$ cat src/rtl/serdes_rx_framer.sv
// Serial frame receiver (start=1, DATA_W data, optional even parity, stop=0) feeding a FWFT FIFO.
// Define SERDES_PARITY_EN to insert and check the parity bit between data and stop.
module serdes_rx_framer #(
  parameter int DATA_W     = 8,
  parameter int FIFO_DEPTH = 4,
  parameter int LSB_FIRST  = 1
) (
  input  logic                          clk,
  input  logic                          rst_n,
  input  logic                          ena,
  input  logic                          ser_in,
  input  logic                          rd_en,
  output logic [DATA_W-1:0]             rd_data,
  output logic                          rd_valid,
  output logic [$clog2(FIFO_DEPTH):0]   fifo_count,
  output logic                          overflow,
  output logic                          frame_err
);

  localparam int PTR_W = $clog2(FIFO_DEPTH);
  localparam int CNT_W = $clog2(DATA_W);

  typedef enum logic [1:0] {IDLE, DATA, PARITY, STOP} state_t;

  state_t              state_q, state_d;
  logic [CNT_W-1:0]    bit_cnt_q, bit_cnt_d;
  logic [DATA_W-1:0]   shift_q, shift_d;
  logic                ferr_q, ferr_d;
  logic                wr_req;
  logic                par_ok;
`ifdef SERDES_PARITY_EN
  logic                par_q, par_d;
  assign par_ok = (par_q == ^shift_q);
`else
  assign par_ok = 1'b1;
`endif

  logic [DATA_W-1:0]   mem_q [FIFO_DEPTH];
  logic [PTR_W-1:0]    wr_ptr_q, rd_ptr_q;
  logic [PTR_W:0]      cnt_q;
  logic                ovf_q;
  logic                full, pop, wr_ok;

  always_comb begin
    state_d   = state_q;
    bit_cnt_d = bit_cnt_q;
    shift_d   = shift_q;
    ferr_d    = 1'b0;
    wr_req    = 1'b0;
`ifdef SERDES_PARITY_EN
    par_d     = par_q;
`endif
    if (ena) begin
      case (state_q)
        IDLE: begin
          bit_cnt_d = '0;
          if (ser_in) state_d = DATA;
        end
        DATA: begin
          if (LSB_FIRST != 0) shift_d = {ser_in, shift_q[DATA_W-1:1]};
          else                shift_d = {shift_q[DATA_W-2:0], ser_in};
          if (bit_cnt_q == CNT_W'(DATA_W-1)) begin
            bit_cnt_d = '0;
`ifdef SERDES_PARITY_EN
            state_d   = PARITY;
`else
            state_d   = STOP;
`endif
          end else begin
            bit_cnt_d = bit_cnt_q + 1'b1;
          end
        end
        PARITY: begin
`ifdef SERDES_PARITY_EN
          par_d   = ser_in;
`endif
          state_d = STOP;
        end
        STOP: begin
          state_d = IDLE;
          wr_req  = !ser_in && par_ok;
          ferr_d  = !(!ser_in && par_ok);
        end
        default: state_d = IDLE;
      endcase
    end
  end

  always_ff @(posedge clk or negedge rst_n) begin
    if (!rst_n) begin
      state_q   <= IDLE;
      bit_cnt_q <= '0;
      shift_q   <= '0;
      ferr_q    <= 1'b0;
`ifdef SERDES_PARITY_EN
      par_q     <= 1'b0;
`endif
    end else begin
      state_q   <= state_d;
      bit_cnt_q <= bit_cnt_d;
      shift_q   <= shift_d;
      ferr_q    <= ferr_d;
`ifdef SERDES_PARITY_EN
      par_q     <= par_d;
`endif
    end
  end

  // A pop on the same edge frees the slot, so a write to a full FIFO still lands.
  assign full  = (cnt_q == (PTR_W+1)'(FIFO_DEPTH));
  assign pop   = rd_en && (cnt_q != '0);
  assign wr_ok = wr_req && (!full || pop);

  always_ff @(posedge clk) begin
    if (wr_ok) mem_q[wr_ptr_q] <= shift_q;
  end

  always_ff @(posedge clk or negedge rst_n) begin
    if (!rst_n) begin
      wr_ptr_q <= '0;
      rd_ptr_q <= '0;
      cnt_q    <= '0;
      ovf_q    <= 1'b0;
    end else begin
      if (wr_ok) wr_ptr_q <= wr_ptr_q + 1'b1;
      if (pop)   rd_ptr_q <= rd_ptr_q + 1'b1;
      case ({wr_ok, pop})
        2'b10:   cnt_q <= cnt_q + 1'b1;
        2'b01:   cnt_q <= cnt_q - 1'b1;
        default: cnt_q <= cnt_q;
      endcase
      if (wr_req && full && !pop) ovf_q <= 1'b1;
    end
  end

  assign rd_valid   = (cnt_q != '0);
  assign rd_data    = rd_valid ? mem_q[rd_ptr_q] : '0;
  assign fifo_count = cnt_q;
  assign overflow   = ovf_q;
  assign frame_err  = ferr_q;

endmodule

$ cat config.mk
export PLATFORM = sky130hd
export DESIGN_NAME = serdes_rx_framer
export DESIGN_NICKNAME = d
export VERILOG_FILES = /design/src/rtl/serdes_rx_framer.sv
export SDC_FILE = /design/constraint.sdc
export NUM_CORES = 1
export LEC_CHECK = 0
export CORE_AREA = 5 5 64 110
export DETAILED_ROUTE_END_ITERATION = 7
export DIE_AREA = 0 0 69 115
export DONT_BUFFER_PORTS = 1
export GPL_ROUTABILITY_DRIVEN = 0
export PLACE_DENSITY_LB_ADDON = 0.1
export SKIP_LAST_GASP = 1
export SLEW_MARGIN = 0
export SYNTH_ARGS = -nofsm -noshare
export SYNTH_HDL_FRONTEND = slang
export SYNTH_SLANG_ARGS = --single-unit
$ cat constraint.sdc
create_clock -name clk -period 5.55 [get_ports clk]
set_clock_uncertainty 0.2 [all_clocks]
set_input_delay 0 -clock clk [delete_from_list [all_inputs] [get_ports clk]]
set_output_delay 0 -clock clk [all_outputs]
set_load 0.01 [all_outputs]
==> metrics.csv, run 1 <==
metric,value,unit
setup_viol,0,
die_area,7940,µm²
leakage,0.984,nW
place_inst,222,
synth_edf_count,32,
r2r_slack,3.02,ns
final_cells,234,
synth-seq-cells,54,
drv_slew,0,
r2r_cells,7,
grt_max_degree,23,
yosys.area.top_type_share,40.8,%
drt-pass1-iter-count,4,
drive_above_1_share,19.5,%
cts_resized,0,
min_path_type,input port to flip-flop,
fillers,603,
crit_arrival,2.52,ns
switching_share,33.9,%
row_count,38,
clk_latency,0.30,ns
relSlewSlack,28.7,%
min_from,ser_in,
gr-usage-all-layers,10.8,%
pwr-share-comb,30.4,%
worstPathMaxFanout,12,
start_kind,flip-flop,
antenna_left,0,
cts_root_buffer,clkbuf_8,
via_count,1170,
drt_iter0_drc,32,
io_buffers,0,
async_reset_ff_share,40.7,%
num-nets-final,168,
fmax,396,MHz
syn_inst,147,
start_util,38.7,%
tightestPinTransition,1.07,ns
grt_pass1_vias,1273,
setup.worst_path.end_class,flip-flop,
syn2layout_area_growth,8.24,%
worstSetupPathType,flip-flop to flip-flop,
synth_fp_nets,162,
core_area,6090,µm²
die_h,115,µm
status,"complete, no violations",
yosysTopAreaCell,edfxtp_1,
overflow,0,
r2r_start,fifo_count[0]$_DFFE_PN0P_,
avgSynthCellArea,16.0,µm²
ir_worst_vdd,213,µV
synth_warnings,0,
yosys.cell_types.count,36,
cts_tree,built,
rsz0062_at_grt,no,
antenna_cells,0,
postCtsSetupBuffers,0,
tns,0,ns
numCtsBuffers,5,
netlist_area,2350,µm²
required,5.54,ns
die-width,69,µm
hold_path_end,overflow$_DFFE_PN0P_,
fin_crit_sh,45.5,%
powerDensity,499,nW/µm²
drcViolationCount,0,
synth-seq-area-share,64.2,%
hpwl,2780,µm
maxCapViolCount,0,
crit_start,fifo_count[0]$_DFFE_PN0P_,
hold_path_depth,3,
cts_sinks,54,
htree_levels,2,
synthFlopType,edfxtp_1,
pwr-share-seq,53.4,%
synth_area_leaders,"edfxtp_1, dfrtp_1, mux4_2, ha_1, mux2_2",
reg2reg_to,fifo_count[2]$_DFFE_PN0P_,
cell_internal_pwr,0.000841,W
p_clk_share,16.2,%
wl_per_cell,16.8,µm
grt_pass1_wl,6590,µm
drt-total-wl,3920,µm
period_needed,2.53,ns
p_sw,0.000430,W
antenna_found_initial,0,
finalHoldViolCount,0,
clkTransAtPathRegs,0.09,ns
clockBufferDepth,2,
boundaryPins,19,
via_per_inst,5.00,
[synthesized netlist by cell type (2+ instances only)]
cell type  count
a21oi_1        2
and2_1        12
clkbuf_1       2
dfrtp_1       22
edfxtp_1      32
ha_1           9
inv_1         10
mux2_2        10
mux4_2         8
nand2_1        5
nand3_1        3
nor2_1         3
o21ai_0        2
o221ai_1       3
xnor2_1        3
[worst max path at each step]
stage / end / slack [ns] / cells past startpoint
after floorplan: fifo_count[2]$_DFFE_PN0P_ / 3.24 / 8
after global placement: fifo_count[2]$_DFFE_PN0P_ / 3.08 / 7
after detailed placement: fifo_count[2]$_DFFE_PN0P_ / 2.98 / 7
after CTS: fifo_count[2]$_DFFE_PN0P_ / 2.96 / 7
after global routing: fifo_count[2]$_DFFE_PN0P_ / 2.80 / 7
final: fifo_count[2]$_DFFE_PN0P_ / 3.02 / 7
[critical path, cell delays in order, from the launching register on]
cell      delay (ns)
dfrtp_1         0.52
inv_1           0.16
nand3_1         0.42
nand3_1         0.17
fa_1            0.44
nor2_1          0.16
a311oi_1        0.07
a221o_1         0.28
[final cells by class]
| class | instances | area [µm²] | area share [%] |
|---|---|---|---|
| repair buffers | 4 | 40.0 | 1.57 |
| inverters | 10 | 37.5 | 1.47 |
| well taps | 80 | 100 | 3.93 |
| clock inverters | 3 | 16.3 | 0.639 |
| flip-flops and latches | 54 | 1510 | 59.3 |
| clock buffers | 5 | 68.8 | 2.70 |
| multi-input cells | 78 | 773 | 30.4 |
[sequential cells by signal (all words and copies together) (netlist names)]
register,count
mem_q,32
shift_q,8
bit_cnt_q,3
fifo_count,3
rd_ptr_q,2
state_q,2
wr_ptr_q,2
frame_err,1
overflow,1
[routing by layer]
layer / GRT usage, % / up-vias / wire, µm
li1: - / 557 / -
met1: 11.2 / 586 / 1520
met2: 20.3 / 21 / 2160
met3: 2.80 / 6 / 160
met4: 5.08 / 0 / 80
met5: 0 / - / 0
[cells by family (layout without fill, tap and decap cells)]
logic type                 Yosys count  after routing  share of synthesized area, %
AOI/OAI and AO/OA                   16             16                          5.05
xor gates and xnor gates             5              5                          2.18
adders and majority gates           10             10                          5.64
buffers and inverters               15             22                          2.92
DFF                                 54             54                          64.2
muxes                               19             19                          13.1
and+or+nand+nor                     28             28                          6.91
[power groups by stage]
stage | logic [W] | registers, W | clock network (W)
finish | 0.000386 | 0.000679 | 0.000206
global route | 0.000435 | 0.000703 | 0.000230
CTS | 0.000397 | 0.000686 | 0.000214
detailed placement | 0.000388 | 0.000694 | 0
global placement | 0.000374 | 0.000685 | 0
floorplan | 0.000362 | 0.000628 | 0
[cells in the final DEF (no fill, tap or decap), drive strengths merged, types with 2 or more instances in the layout]
cell type,Yosys,layout
dlygate4sd3,0,4
nand2,5,5
edfxtp,32,32
and2,12,12
mux2,11,11
mux4,8,8
inv,10,10
dfrtp,22,22
clkinv,0,2
ha,9,9
nand3,3,3
o21ai,3,3
a21oi,2,2
clkbuf,2,5
xnor2,4,4
nor2,4,4
o221ai,3,3
[timing repair]
action | 4_1_cts | 5_1_grt
hold buffers | 4 | 0
endpoints found under the setup margin | 0 | 0
endpoints found under the hold margin | 37 | 0
[metrics by stage]
step,total power [W],hold slack [ns],area [µm²],util (%),worst slack (ns)
2_1_floorplan,0.000989,-0.496,2350,-,3.24
3_3_place_gp,0.00106,-0.495,2420,39.8,3.08
3_5_place_dp,0.00108,-0.495,2420,39.8,2.98
4_1_cts,0.00130,0.0182,2550,41.9,2.96
5_1_grt,0.00137,0.0632,2550,41.9,2.80
6_report,0.00127,0.0246,2550,41.9,3.02
Note: power is estimated with default switching activity, not from simulation.
==> run 2, diff against run 1 <==
==> constraint.sdc (replaced) <==
create_clock -name clk -period 2.2 [get_ports clk]
set_clock_uncertainty 0.2 [all_clocks]
set_input_delay 0 -clock clk [delete_from_list [all_inputs] [get_ports clk]]
set_output_delay 0 -clock clk [all_outputs]
set_load 0.01 [all_outputs]
==> run 2 against run 1 <==
Critical path depth is the same. Worst hold slack better by 0.0062 ns. Sequential power rose by 140%. Die area is the same. Power rose to 2.7 times the previous value. First-iteration DRC count up 130%.
==> metrics.csv, run 2 (synthesized netlist as in run 1, its figures left out) <==
metric,value,unit,change
die_area,7940,µm²,unchanged
antenna_cells,0,,unchanged
drt-pass1-iter-count,4,,unchanged
ir_worst_vdd,532,µV,was 213 µV
via_count,1240,,was 1170
final_cells,244,,was 234
grt_pass1_vias,1348,,was 1273
drcViolationCount,0,,unchanged
die_h,115,µm,unchanged
period_needed,2.04,ns,was 2.53 ns
postCtsSetupBuffers,0,,unchanged
grt_pass1_wl,6880,µm,was 6590 µm
relSlewSlack,28.0,%,was 28.7%
via_per_inst,5.08,,was 5.00
setup.worst_path.end_class,flip-flop,,unchanged
overflow,0,,unchanged
die-width,69,µm,unchanged
cts_root_buffer,clkbuf_8,,unchanged
worstSetupPathType,flip-flop to flip-flop,,unchanged
dr.max_layer_used,met4,,unchanged
drv_slew,0,,unchanged
syn2layout_area_growth,14.8,%,was 8.24%
clockBufferDepth,2,,unchanged
worstPathMaxFanout,4,,was 12
start_kind,flip-flop,,unchanged
drt_iter0_drc,74,,was 32
layout_commonest_cell,edfxtp_1,,unchanged
crit_arrival,2.03,ns,was 2.52 ns
clkTransAtPathRegs,0.09,ns,about the same
place_inst,232,,was 222
drt-total-wl,4030,µm,was 3920 µm
rsz0062_at_grt,no,,unchanged
min_path_type,input port to flip-flop,,unchanged
cts_sinks,54,,unchanged
cts_tree,built,,unchanged
fin_crit_sh,92.8,%,was 45.5%
dr_wl_met3,157,µm,was 160 µm
gr-usage-all-layers,11.1,%,was 10.8%
largest_register_ffs,32,,unchanged
leakage,1.05,nW,was 0.984 nW
boundaryPins,19,,unchanged
wl_met2,2310,µm,was 2160 µm
fmax,490,MHz,was 396 MHz
num-nets-final,178,,was 168
required,2.19,ns,was 5.54 ns
finalHoldViolCount,0,,unchanged
maxCapViolCount,0,,unchanged
htree_levels,2,,unchanged
status,"complete, no violations",,unchanged
setup_slack,0.159,ns,was 3.02 ns
tightestPinTransition,1.08,ns,was 1.07 ns
io_buffers,0,,unchanged
setup_viol,0,,unchanged
drive_above_1_share,25.6,%,was 19.5%
regMostFlops,mem_q,,unchanged
antenna_left,0,,unchanged
antenna_found_initial,0,,unchanged
core_area,6090,µm²,unchanged
tns,0,ns,unchanged
layout_common_cells,"edfxtp_1, dfrtp_1, and2_1",,unchanged
wl_met1,1490,µm,was 1520 µm
hpwl,2810,µm,was 2780 µm
largestRegisters,"mem_q: 32 flops, shift_q: 8 flops",,unchanged
wl_per_cell,16.5,µm,was 16.8 µm
numCtsBuffers,5,,unchanged
powerDensity,1270,nW/µm²,was 499 nW/µm²
grt_max_degree,23,,unchanged
clk_latency,0.30,ns,about the same
post-place-ws,0.109,ns,was 2.98 ns
row_count,38,,unchanged
start_util,38.7,%,unchanged
==> run 2: changes by cell type in the layout (fill, tap and decap cells not counted) <==
| cell | before | now |
|---|---|---|
| bufinv_16 | 0 | 1 |
| fa_2 | 0 | 1 |
| clkbuf_1 | 0 | 1 |
| fa_1 | 1 | 0 |
| buf_4 | 0 | 6 |
| nor2_2 | 1 | 2 |
| nor2_1 | 3 | 2 |
| buf_12 | 0 | 4 |
| clkinv_1 | 1 | 0 |
| clkinv_2 | 1 | 0 |
==> run 2: critical path: stages (launching register included) <==
cell and delay (ns):
dfrtp_1 0.43, ha_1 0.25, nand3b_2 0.10, nand3_1 0.11
fa_2 0.37, o2111ai_1 0.10, o21ai_1 0.09, a221o_1 0.29
==> run 2: timing repair <==
item                                   in CTS  in global routing
endpoints found under the hold margin      37                  0
gates resized for setup                     0                  2
hold buffers                                4                  0
setup endpoints to repair                   0                  1
==> run 2: through the flow <==
stage / power, W / area (µm²) / utilization (%) / hold slack, ns
3_3_place_gp: 0.00277 / 2550 / 41.9 / -0.495
4_1_cts: 0.00350 / 2700 / 44.3 / 0.0247
2_1_floorplan: 0.00250 / 2350 / - / -0.496
6_report: 0.00344 / 2700 / 44.4 / 0.0308
5_1_grt: 0.00370 / 2700 / 44.4 / 0.0511
3_5_place_dp: 0.00282 / 2550 / 41.9 / -0.495
==> run 2: area by class of cell <==
type | instances | area (µm²)
clock buffer | 6 | 72.6
clock inverter | 2 | 37.5
fill | 613 | 3380
inverter | 10 | 37.5
multi-input combinational | 78 | 778
sequential | 54 | 1510
tap | 80 | 100
timing repair buffer | 14 | 165
==> run 2: worst paths after layout <==
check	start	endpoint	slack (ns)	depth (start not counted)
min	ser_in	overflow$_DFFE_PN0P_	0.03	4
min in group asynchronous	rst_n	shift_q[5]$_DFFE_PN0P_	0.14	1
min reg2reg	bit_cnt_q[2]$_DFFE_PN0P_	bit_cnt_q[2]$_DFFE_PN0P_	0.31	1
max	state_q[0]$_DFFE_PN0P_	fifo_count[2]$_DFFE_PN0P_	0.16	7
max in group asynchronous	rst_n	wr_ptr_q[0]$_DFFE_PN0P_	1.01	1
max reg2reg	state_q[0]$_DFFE_PN0P_	fifo_count[2]$_DFFE_PN0P_	0.16	7
==> run 2: power breakdown <==
group	leakage, nW	internal [W]	switching (W)	total [W]
Sequential	0.563	0.00139	0.000228	0.00162
Combinational	0.439	0.000596	0.000575	0.00117
Clock	0.0514	0.000340	0.000314	0.000654
Total	1.05	0.00232	0.00112	0.00344
==> run 2: layer usage <==
| layer | global-route usage, % | vias to the layer above |
|---|---|---|
| met1 | 11.4 | 641 |
| met4 | 4.82 | 0 |
| met2 | 21.2 | 21 |
| li1 | - | 573 |
| met3 | 2.71 | 5 |
| met5 | 0 | - |
